**src/rtl/serial_adder.sv**
```systemverilog
// rtl/serial_adder.sv - bit-serial WIDTH-bit adder reusing one full-adder cell LSB-first
// Operands load in parallel, one bit is added per clock, and the result is presented in parallel.
module serial_adder #(
   parameter int WIDTH = 8
) (
   input  logic             clk,
   input  logic             rst_n,
   input  logic             start,
   input  logic [WIDTH-1:0] a,
   input  logic [WIDTH-1:0] b,
   input  logic             cin,
   output logic             busy,
   output logic             done,
   output logic [WIDTH-1:0] sum,
   output logic             carry_out
);

   localparam int CW = $clog2(WIDTH + 1);

   typedef enum logic [1:0] {IDLE, RUN, DONE} state_t;

   state_t           state_q;
   logic [WIDTH-1:0] a_q, b_q, sum_q;
   logic [CW-1:0]    cnt_q;
   logic             c_q, busy_q, done_q, cout_q;

   logic             s_d, c_d, last_d;
   logic [WIDTH:0]   sum_ext_d;

   // One full-adder evaluation per RUN cycle; the new bit enters sum from the MSB side.
   assign s_d       = a_q[0] ^ b_q[0] ^ c_q;
   assign c_d       = (a_q[0] & b_q[0]) | (a_q[0] & c_q) | (b_q[0] & c_q);
   assign sum_ext_d = {s_d, sum_q};
   assign last_d    = (cnt_q == CW'(WIDTH - 1));

   always_ff @(posedge clk or negedge rst_n) begin
      if (!rst_n) begin
         state_q <= IDLE;
         a_q     <= '0;
         b_q     <= '0;
         sum_q   <= '0;
         cnt_q   <= '0;
         c_q     <= 1'b0;
         busy_q  <= 1'b0;
         done_q  <= 1'b0;
         cout_q  <= 1'b0;
      end else begin
         case (state_q)
            IDLE: begin
               if (start) begin
                  a_q     <= a;
                  b_q     <= b;
                  c_q     <= cin;
                  cnt_q   <= '0;
                  busy_q  <= 1'b1;
                  state_q <= RUN;
               end
            end
            RUN: begin
               a_q   <= a_q >> 1;
               b_q   <= b_q >> 1;
               c_q   <= c_d;
               sum_q <= sum_ext_d[WIDTH:1];
               cnt_q <= cnt_q + 1'b1;
               if (last_d) begin
                  busy_q  <= 1'b0;
                  done_q  <= 1'b1;
                  cout_q  <= c_d;
                  state_q <= DONE;
               end
            end
            DONE: begin
               done_q  <= 1'b0;
               state_q <= IDLE;
            end
            default: begin
               busy_q  <= 1'b0;
               done_q  <= 1'b0;
               state_q <= IDLE;
            end
         endcase
      end
   end

   assign busy      = busy_q;
   assign done      = done_q;
   assign sum       = sum_q;
   assign carry_out = cout_q;

endmodule

```
**config.mk**
```make
export PLATFORM = sky130hd
export DESIGN_NAME = serial_adder
export DESIGN_NICKNAME = d
export VERILOG_FILES = /design/src/rtl/serial_adder.sv
export SDC_FILE = /design/constraint.sdc
export NUM_CORES = 1
export LEC_CHECK = 0
export CORE_UTILIZATION = 32
export DETAILED_ROUTE_END_ITERATION = 10
export PLACE_DENSITY_LB_ADDON = 0.08
export SLEW_MARGIN = 25
export SYNTH_ARGS = -nofsm -noshare
export SYNTH_HDL_FRONTEND = slang
export SYNTH_SLANG_ARGS = --single-unit
```
**constraint.sdc**
```tcl
create_clock -name clk -period 2.1 [get_ports clk]
set_input_delay 0.42 -clock clk [delete_from_list [all_inputs] [get_ports clk]]
set_output_delay 0.42 -clock clk [all_outputs]
set_load 0.02 [all_outputs]
```
# == After elaboration in Yosys (flattened, before gate mapping) ==
# Index checks and enable logic that the tools add are counted.
# word_totals
reg_bits,34
in_bits,20
# classes
add_sub_neg,1
eq_ne,5
n_mux,16
bitwise,9
n_reduce_logical,7
# op_table
operator,count
$pmux 8 s2,2
$mux 8,2
$pmux 4 s2,1
$reduce_and 2->1,4
$add 4x1->4 const B,1
$eq 4x3->1 const B,1
$mux 1,4
$mux 2,2
$mux 4,1
$ne 2x2->1 const B,2
$pmux 1 s2,2
$pmux 2 s2,1
$and 1x1->1,3
$pmux 1 s3,1
$reduce_and 3->1,1
$eq 2x1->1 const B,1
$eq 2x2->1 const B,1
$logic_not 2->1,1
$not 1->1,2
$or 1x1->1,2
$reduce_bool 2->1,1
$xor 1x1->1,2

# == Logic depth before layout (Yosys ltp) ==
# Gate-level depths: netlist of the first run.
# logic_depth
depth_word,4
mapped_depth,5
depth_no_buf,4

# == Worst setup path after synthesis of the first run ==
# No wires, ideal clock.
# synth_path
kind,reg-to-reg
start,register cnt_q[0]
end,register cout_q (netlist: carry_out)
t_arrival_ns,1.237
t_required_ns,1.975
path_slack_ns,0.738
stages_incl_launch_ff,5
n_path_buf,0
synth_period_minus_slack_ns,1.362
path_cell_list,dfrtp_1 -> ha_1 -> and3b_1 -> and2_4 -> mux2_4
# synth_via
elab_chain_len,2
# synth_rtl
item,line_no,source
"start, declared",24,logic [CW-1:0] cnt_q;
"start signal, assigned",64,cnt_q <= cnt_q + 1'b1;
$eq 4x3->1,34,assign last_d = (cnt_q == CW'(WIDTH - 1));
$reduce_and 2->1 (no source line),n/a,
"end signal, assigned",46,cout_q <= 1'b0;
"end signal, assigned",68,cout_q <= c_d;
"end, declared",25,"logic c_q, busy_q, done_q, cout_q;"
# Every way passes these cells.
# A chain may end at the register's enable or synchronous reset.

# == Final worst setup path of the first run ==
# layout_path
start,register sum_q[7] (netlist: sum[7])
end,output port sum[7]
# layout_lines
item,line_no,source
"start, declared",23,"logic [WIDTH-1:0] a_q, b_q, sum_q;"
"start signal, assigned",63,sum_q <= sum_ext_d[WIDTH:1];
"end, declared",14,"output logic [WIDTH-1:0] sum,"
# No word-level cell between the ends.

==> results of run 1 <==
-- worst max path at each step --
stage                          from                    end  slack, ps  depth (start not counted)
3_3_place_gp                  start   cnt_q[3]$_DFFE_PN0P_        420                          5
3_5_place_dp                  start   cnt_q[3]$_DFFE_PN0P_        400                          5
4_1_cts          sum[7]$_DFFE_PN0P_                 sum[7]        380                          1
2_1_floorplan  cnt_q[0]$_DFFE_PN0P_  carry_out$_DFFE_PN0P_        740                          4
6_report         sum[7]$_DFFE_PN0P_                 sum[7]        390                          1
5_1_grt          sum[7]$_DFFE_PN0P_                 sum[7]        340                          1
-- registers in the layout, summed over array words and instances, names as in the netlist --
signal,count
sum,8
state_q,2
b_q,8
cnt_q,4
c_q,1
carry_out,1
busy,1
a_q,8
done,1
-- metrics by stage --
stage          hold WS [ps]  power (mW)  cell area [um^2]  cells  setup WS [ps]
6_report              472.5       2.894              1939    231          392.4
5_1_grt               511.3       3.117              1939    231          341.7
4_1_cts               477.8       2.928              1939    231          378.9
3_5_place_dp          463.0       2.195              1802    223          402.8
3_3_place_gp          454.0       2.164              1802    223          415.5
2_1_floorplan         124.4       1.814              1449    143          738.0
-- power by group --
part / internal (mW) / total [mW] / leakage, nW / switching, mW
logic: 0.484 / 1.04 / 0.439 / 0.556
registers: 0.935 / 1.12 / 0.434 / 0.188
clock network: 0.476 / 0.730 / 0.0683 / 0.255
-- cells in the final DEF (no fill, tap or decap) --
master / netlist / routed
a21o_1: 1 / 1
a21oi_1: 2 / 2
a22oi_1: 15 / 15
and2_4: 1 / 1
and3b_1: 1 / 1
buf_4: 1 / 5
bufinv_16: 0 / 2
clkbuf_8: 0 / 5
clkdlybuf4s50_1: 0 / 30
clkinv_4: 0 / 1
dfrtp_1: 34 / 34
fa_1: 1 / 1
ha_1: 1 / 1
inv_1: 2 / 2
mux2_4: 1 / 1
mux2i_1: 1 / 1
nand2_1: 61 / 61
nand2b_1: 2 / 2
nand4_1: 1 / 1
nor2_1: 1 / 1
nor2b_2: 1 / 1
nor3b_1: 1 / 1
nor3b_2: 1 / 1
o21ai_0: 3 / 3
o21ai_1: 1 / 1
o21bai_1: 2 / 2
o21bai_2: 1 / 1
o32ai_1: 1 / 1
-- layout make-up --
type	count	share of cell area
sequential	34	0.4387
multi-input combinational	100	0.2787
timing repair buffer	35	0.1742
clock buffer	5	0.03548
clock inverter	3	0.03548
tap	52	0.03355
inverter	2	0.003871
-- logic make-up (layout without fill, tap and decap cells) --
group,after synthesis,in the layout,synth area share
multiplexers,2,2,0.01727
adder cells (fa/ha/maj),2,2,0.02245
flip-flops,34,34,0.5872
buffers and inverters,9,45,0.03973
AND/OR/NAND/NOR,70,70,0.2055
AO/OA/AOI/OAI,26,26,0.1278
-- layer usage --
layer / vias to the layer above / global-route usage / wire [um]
met5: - / 0 / 0
met4: 0 / 0.08844 / 74
li1: 545 / - / -
met1: 511 / 0.1705 / 1365
met3: 7 / 0.03488 / 111
met2: 26 / 0.2060 / 1330
==> flow_metrics.py, run 1 <==
metrics = {
    "drt": {
        "vias": 1089,
        "ant_nets": 0,
        "drt-wirelength-per-cell_um": 12.48,
        "drc": 0,
        "dr.pass1.iters": 4,
        "drtIter0Drc": 52,
        "via_per_inst": 4.714,
        "routed_wl_um": 2882,
    },
    "sta": {
        "hold_viol_final": 0,
        "fmax_mhz": 585.6,
        "finalCriticalPeriod_ps": 1708,
        "slew_headroom": 0.5937,
        "finalCritPeriodShare": 0.8132,
        "tns_ps": 0,
        "drv_slew": 0,
        "rsz0062_at_grt": "false",
        "worst_slew_pin_slew_ps": 609.4,
        "skew_ps": 6.409,
        "setup_viol": 0,
    },
    "finish": {
        "area_growth_pct": 33.85,
        "ff_latch_area_um2": 850.8,
        "nFillCells": 402,
        "n_antenna_cell": 0,
        "multi_input_area_um2": 540.5,
        "nets": 200,
        "layout-drive-gt1-share": 0.1006,
        "final_core_util": 0.4454,
    },
    "outcome": {
        "status": "complete, no violations",
    },
    "logic_synthesis": {
        "yosys-top-cells-count": "nand2_1 (61), dfrtp_1 (34), a22oi_1 (15)",
        "synth_flop_cell": "dfrtp_1",
        "ys_top_cells_by_area": "dfrtp_1 (59%), nand2_1 (16%), a22oi_1 (7.8%)",
        "synth_cell_types": 26,
        "synth_edf_count": 0,
        "ys_async_sr_fraction": 1.000,
        "syn_inst": 143,
        "yosysWarningCount": 0,
        "synth_nets": 165,
        "synth_top_area_share": 0.5872,
        "avgSynthCellArea_um2": 10.13,
        "yosysMostFrequentCell": "nand2_1",
        "ys_ff_latch": 34,
        "yosysSeqAreaShare": 0.5872,
        "yosys.area.top_type": "dfrtp_1",
        "synth_area_um2": 1449,
    },
    "clocking": {
        "htreeDepth": 2,
        "cts_tree": "yes",
        "postCtsHoldBufs": 0,
        "cts_setup_buffers": 0,
        "clock-sinks": 34,
        "numCtsBuffers": 5,
        "clk_pin_slew_worst_paths_ps": 80,
        "clockRootBuffer": "clkbuf_8",
        "cts-resized-gates": 0,
        "insertion_delay_ps": 290,
        "clk_path_buf_depth": 2,
    },
    "critical_path": {
        "start_kind": "register",
        "crit_slowest_cell": "clkdlybuf4s50_1",
        "path_cells": "clkdlybuf4s50_1",
        "timing.rr.start": "state_q[0]$_DFFE_PN0P_",
        "crit_path_max_fanout": 3,
        "reg2reg_to": "carry_out$_DFFE_PN0P_",
        "r2r_cells": 4,
        "crit_arrival_ps": 1290,
        "slowest_delay_ps": 610,
        "worst-endpoint-required_ps": 1680,
        "end_kind": "primary output",
        "rrSetupSlack_ps": 610,
        "critPathKind": "reg2out",
        "path_buf_inv": 1,
        "critPathTopFamily": "buffers and inverters",
    },
    "global_routing": {
        "grt_first_pass_wirelength_um": 5016,
        "grt_max_degree": 35,
        "grt-ovfl-total": 0,
        "antenna_found_initial": 0,
        "grt_pass1_vias": 1090,
        "grtUsageTotal": 0.1355,
    },
    "die": {
        "chipWidth_um": 69.29,
        "die_h_um": 69.29,
        "start_util": 0.3328,
        "ios": 31,
        "coreArea_um2": 4354,
        "die_area_um2": 4801,
        "num_rows": 24,
    },
    "power_and_ir_drop": {
        "power-per-cell-area_nw_per_um2": 1492,
        "p_leak_nw": 0.9411,
        "ir_drop_uv": 443.3,
    },
    "placement": {
        "io_buffers": 30,
        "place.gp.congestion": 0.7282,
        "dpl.hpwl_um": 1885,
    },
    "worst_hold_path": {
        "hold_path_class": "reg2reg",
        "hold_end": "cnt_q[3]$_DFFE_PN0P_",
        "worstHoldStart": "cnt_q[3]$_DFFE_PN0P_",
        "holdPathStages": 1,
    },
    "flow_run": {
        "drv_cap": 0,
    },
}
(Power assumes the default switching activity.)
==> run 2: changes to the inputs <==
- clock period: 2.1 -> 1.55 ns (I/O delays scaled with it)
==> flow_metrics.py, run 2 (synthesis results as in run 1) <==
metrics = {
    "placement": {
        "place.gp.congestion": 0.7191,
        "io_buffers": 30,
        "dpl.hpwl_um": 1868,
        "place_ws_ps": 0.3819,
    },
    "power_and_ir_drop": {
        "power-per-cell-area_nw_per_um2": 1877,
        "p_int_mw": 2.351,
        "clkPwrFrac": 0.205,
        "pwr-share-comb": 0.382,
        "switchingPower_mw": 1.318,
        "swShare": 0.3591,
        "ir_drop_uv": 661.5,
        "p_leak_nw": 0.9925,
        "power_frac_seq": 0.413,
    },
    "critical_path": {
        "crit_path_max_fanout": 4,
        "worst-endpoint-required_ps": 1720,
        "end_kind": "register",
        "crit_arrival_ps": 1590,
        "slowest_delay_ps": 410,
        "path_cells": "ha_1, and3b_1, and2_4, mux2_4",
        "start_kind": "register",
        "crit_slowest_cell": "dfrtp_1",
        "critPathKind": "reg2reg",
    },
    "die": {
        "chipWidth_um": 69.29,
        "start_util": 0.3328,
        "num_rows": 24,
        "ios": 31,
        "die_h_um": 69.29,
        "coreArea_um2": 4354,
        "die_area_um2": 4801,
    },
    "sta": {
        "worst_slew_pin_slew_ps": 292.0,
        "skew_ps": 3.843,
        "rsz0062_at_grt": "false",
        "finalCritPeriodShare": 0.9177,
        "finalCriticalPeriod_ps": 1423,
        "setup_slack_ps": 127.5,
        "fmax_mhz": 703.0,
        "slew_headroom": 0.8054,
        "setup_viol": 0,
        "hold_viol_final": 0,
        "tns_ps": 0,
        "drv_slew": 0,
    },
    "worst_hold_path": {
        "hold_path_class": "in2async",
    },
    "global_routing": {
        "grt_max_degree": 35,
        "grt-ovfl-total": 0,
        "grt_pass1_vias": 1063,
        "antenna_found_initial": 0,
        "grtUsageTotal": 0.1291,
        "grt_first_pass_wirelength_um": 4809,
    },
    "drt": {
        "via_per_inst": 4.760,
        "routed_wl_um": 2809,
        "drc": 0,
        "drtIter0Drc": 46,
        "drt-wirelength-per-cell_um": 12.06,
        "dr.pass1.iters": 4,
        "ant_nets": 0,
        "vias": 1109,
    },
    "clocking": {
        "htreeDepth": 2,
        "clock-sinks": 34,
        "clockRootBuffer": "clkbuf_8",
        "insertion_delay_ps": 280,
        "cts_setup_buffers": 0,
        "clk_path_buf_depth": 2,
        "clk_pin_slew_worst_paths_ps": 70,
        "cts_tree": "yes",
        "postCtsHoldBufs": 0,
        "numCtsBuffers": 5,
    },
    "outcome": {
        "status": "complete, no violations",
    },
    "finish": {
        "final_common_cell": "nand2_1",
        "nets": 202,
        "mostFrequentLayoutCells": "nand2_1 (61), dfrtp_1 (34), clkdlybuf4s50_1 (19), a22oi_1 (15), dlygate4sd2_1 (10)",
        "layout-drive-gt1-share": 0.1105,
        "n_antenna_cell": 0,
        "area_growth_pct": 34.89,
        "nFillCells": 417,
    },
    "flow_run": {
        "drv_cap": 0,
    },
}
==> run 2: cell types whose count changed in the layout (fill, tap and decap cells not counted), sizes merged <==
| cell | before | now |
|---|---|---|
| buf | 5 | 7 |
| bufinv | 2 | 0 |
| clkbuf | 5 | 8 |
| clkdlybuf4s50 | 30 | 19 |
| clkinv | 1 | 0 |
| dlygate4sd2 | 0 | 10 |
| dlymetal6s2s | 0 | 1 |
==> run 2: final timing paths <==
path / slack (ps) / end / cells past startpoint / startpoint
setup / recovery: 130 / carry_out$_DFFE_PN0P_ / 4 / cnt_q[0]$_DFFE_PN0P_
hold / removal: 400 / done$_DFFE_PN0P_ / 2 / rst_n
setup reg to reg: 130 / carry_out$_DFFE_PN0P_ / 4 / cnt_q[0]$_DFFE_PN0P_
hold reg to reg: 470 / sum[0]$_DFFE_PN0P_ / 2 / sum[0]$_DFFE_PN0P_
max in group asynchronous: 970 / cnt_q[0]$_DFFE_PN0P_ / 2 / rst_n
min in group clk: 470 / sum[0]$_DFFE_PN0P_ / 2 / sum[0]$_DFFE_PN0P_
==> run 2: area by class of cell <==
| class | instances | area, um^2 | share of cell area |
|---|---|---|---|
| clock buffer | 8 | 110.1 | 0.05634 |
| timing repair buffer | 37 | 380.4 | 0.1946 |
| tap | 52 | 65.06 | 0.03329 |
| multi-input combinational | 100 | 540.5 | 0.2766 |
| inverter | 2 | 7.507 | 0.003841 |
| sequential | 34 | 850.8 | 0.4353 |
==> run 2: layer usage <==
layer  track usage  part of all wire  vias up
met5             0                 0        -
met4       0.04082             0.013        0
met3       0.05669             0.048        4
met2        0.1974              0.46       25
met1        0.1642              0.48      529
li1              -                 -      551
==> run 2: what timing repair did <==
item | 4_1_cts | 5_1_grt
gates cloned | 0 | 0
endpoints found under the hold margin | 0 | 0
endpoints found under the setup margin | 10 | 1
gates resized for setup | 10 | 1
==> run 2: power by group through the flow <==
stage / Clock, mW / Sequential [mW] / Combinational [mW]
after floorplan: 0 / 1.65 / 0.810
after global placement: 0 / 1.52 / 1.48
after detailed placement: 0 / 1.54 / 1.51
after CTS: 0.785 / 1.52 / 1.43
after global routing: 0.830 / 1.57 / 1.58
final: 0.753 / 1.52 / 1.40
==> run 2: metrics by stage <==
step | hold slack [ps] | power [mW] | std cells | util | instance area [um^2]
2_1_floorplan | 14.41 | 2.458 | 143 | - | 1449
4_1_cts | 407.6 | 3.733 | 233 | 0.4483 | 1952
3_3_place_gp | 458.3 | 3.007 | 225 | 0.4259 | 1854
6_report | 398.9 | 3.669 | 233 | 0.4489 | 1954
5_1_grt | 411.5 | 3.980 | 233 | 0.4489 | 1954
3_5_place_dp | 467.9 | 3.048 | 225 | 0.4259 | 1854
==> run 2: critical path: cells and delay by family, from the launching register on <==
kind,cells,cell delay (ps)
adders and majority gates,1,230
DFF,1,410
and+or+nand+nor,2,390
muxes,1,280
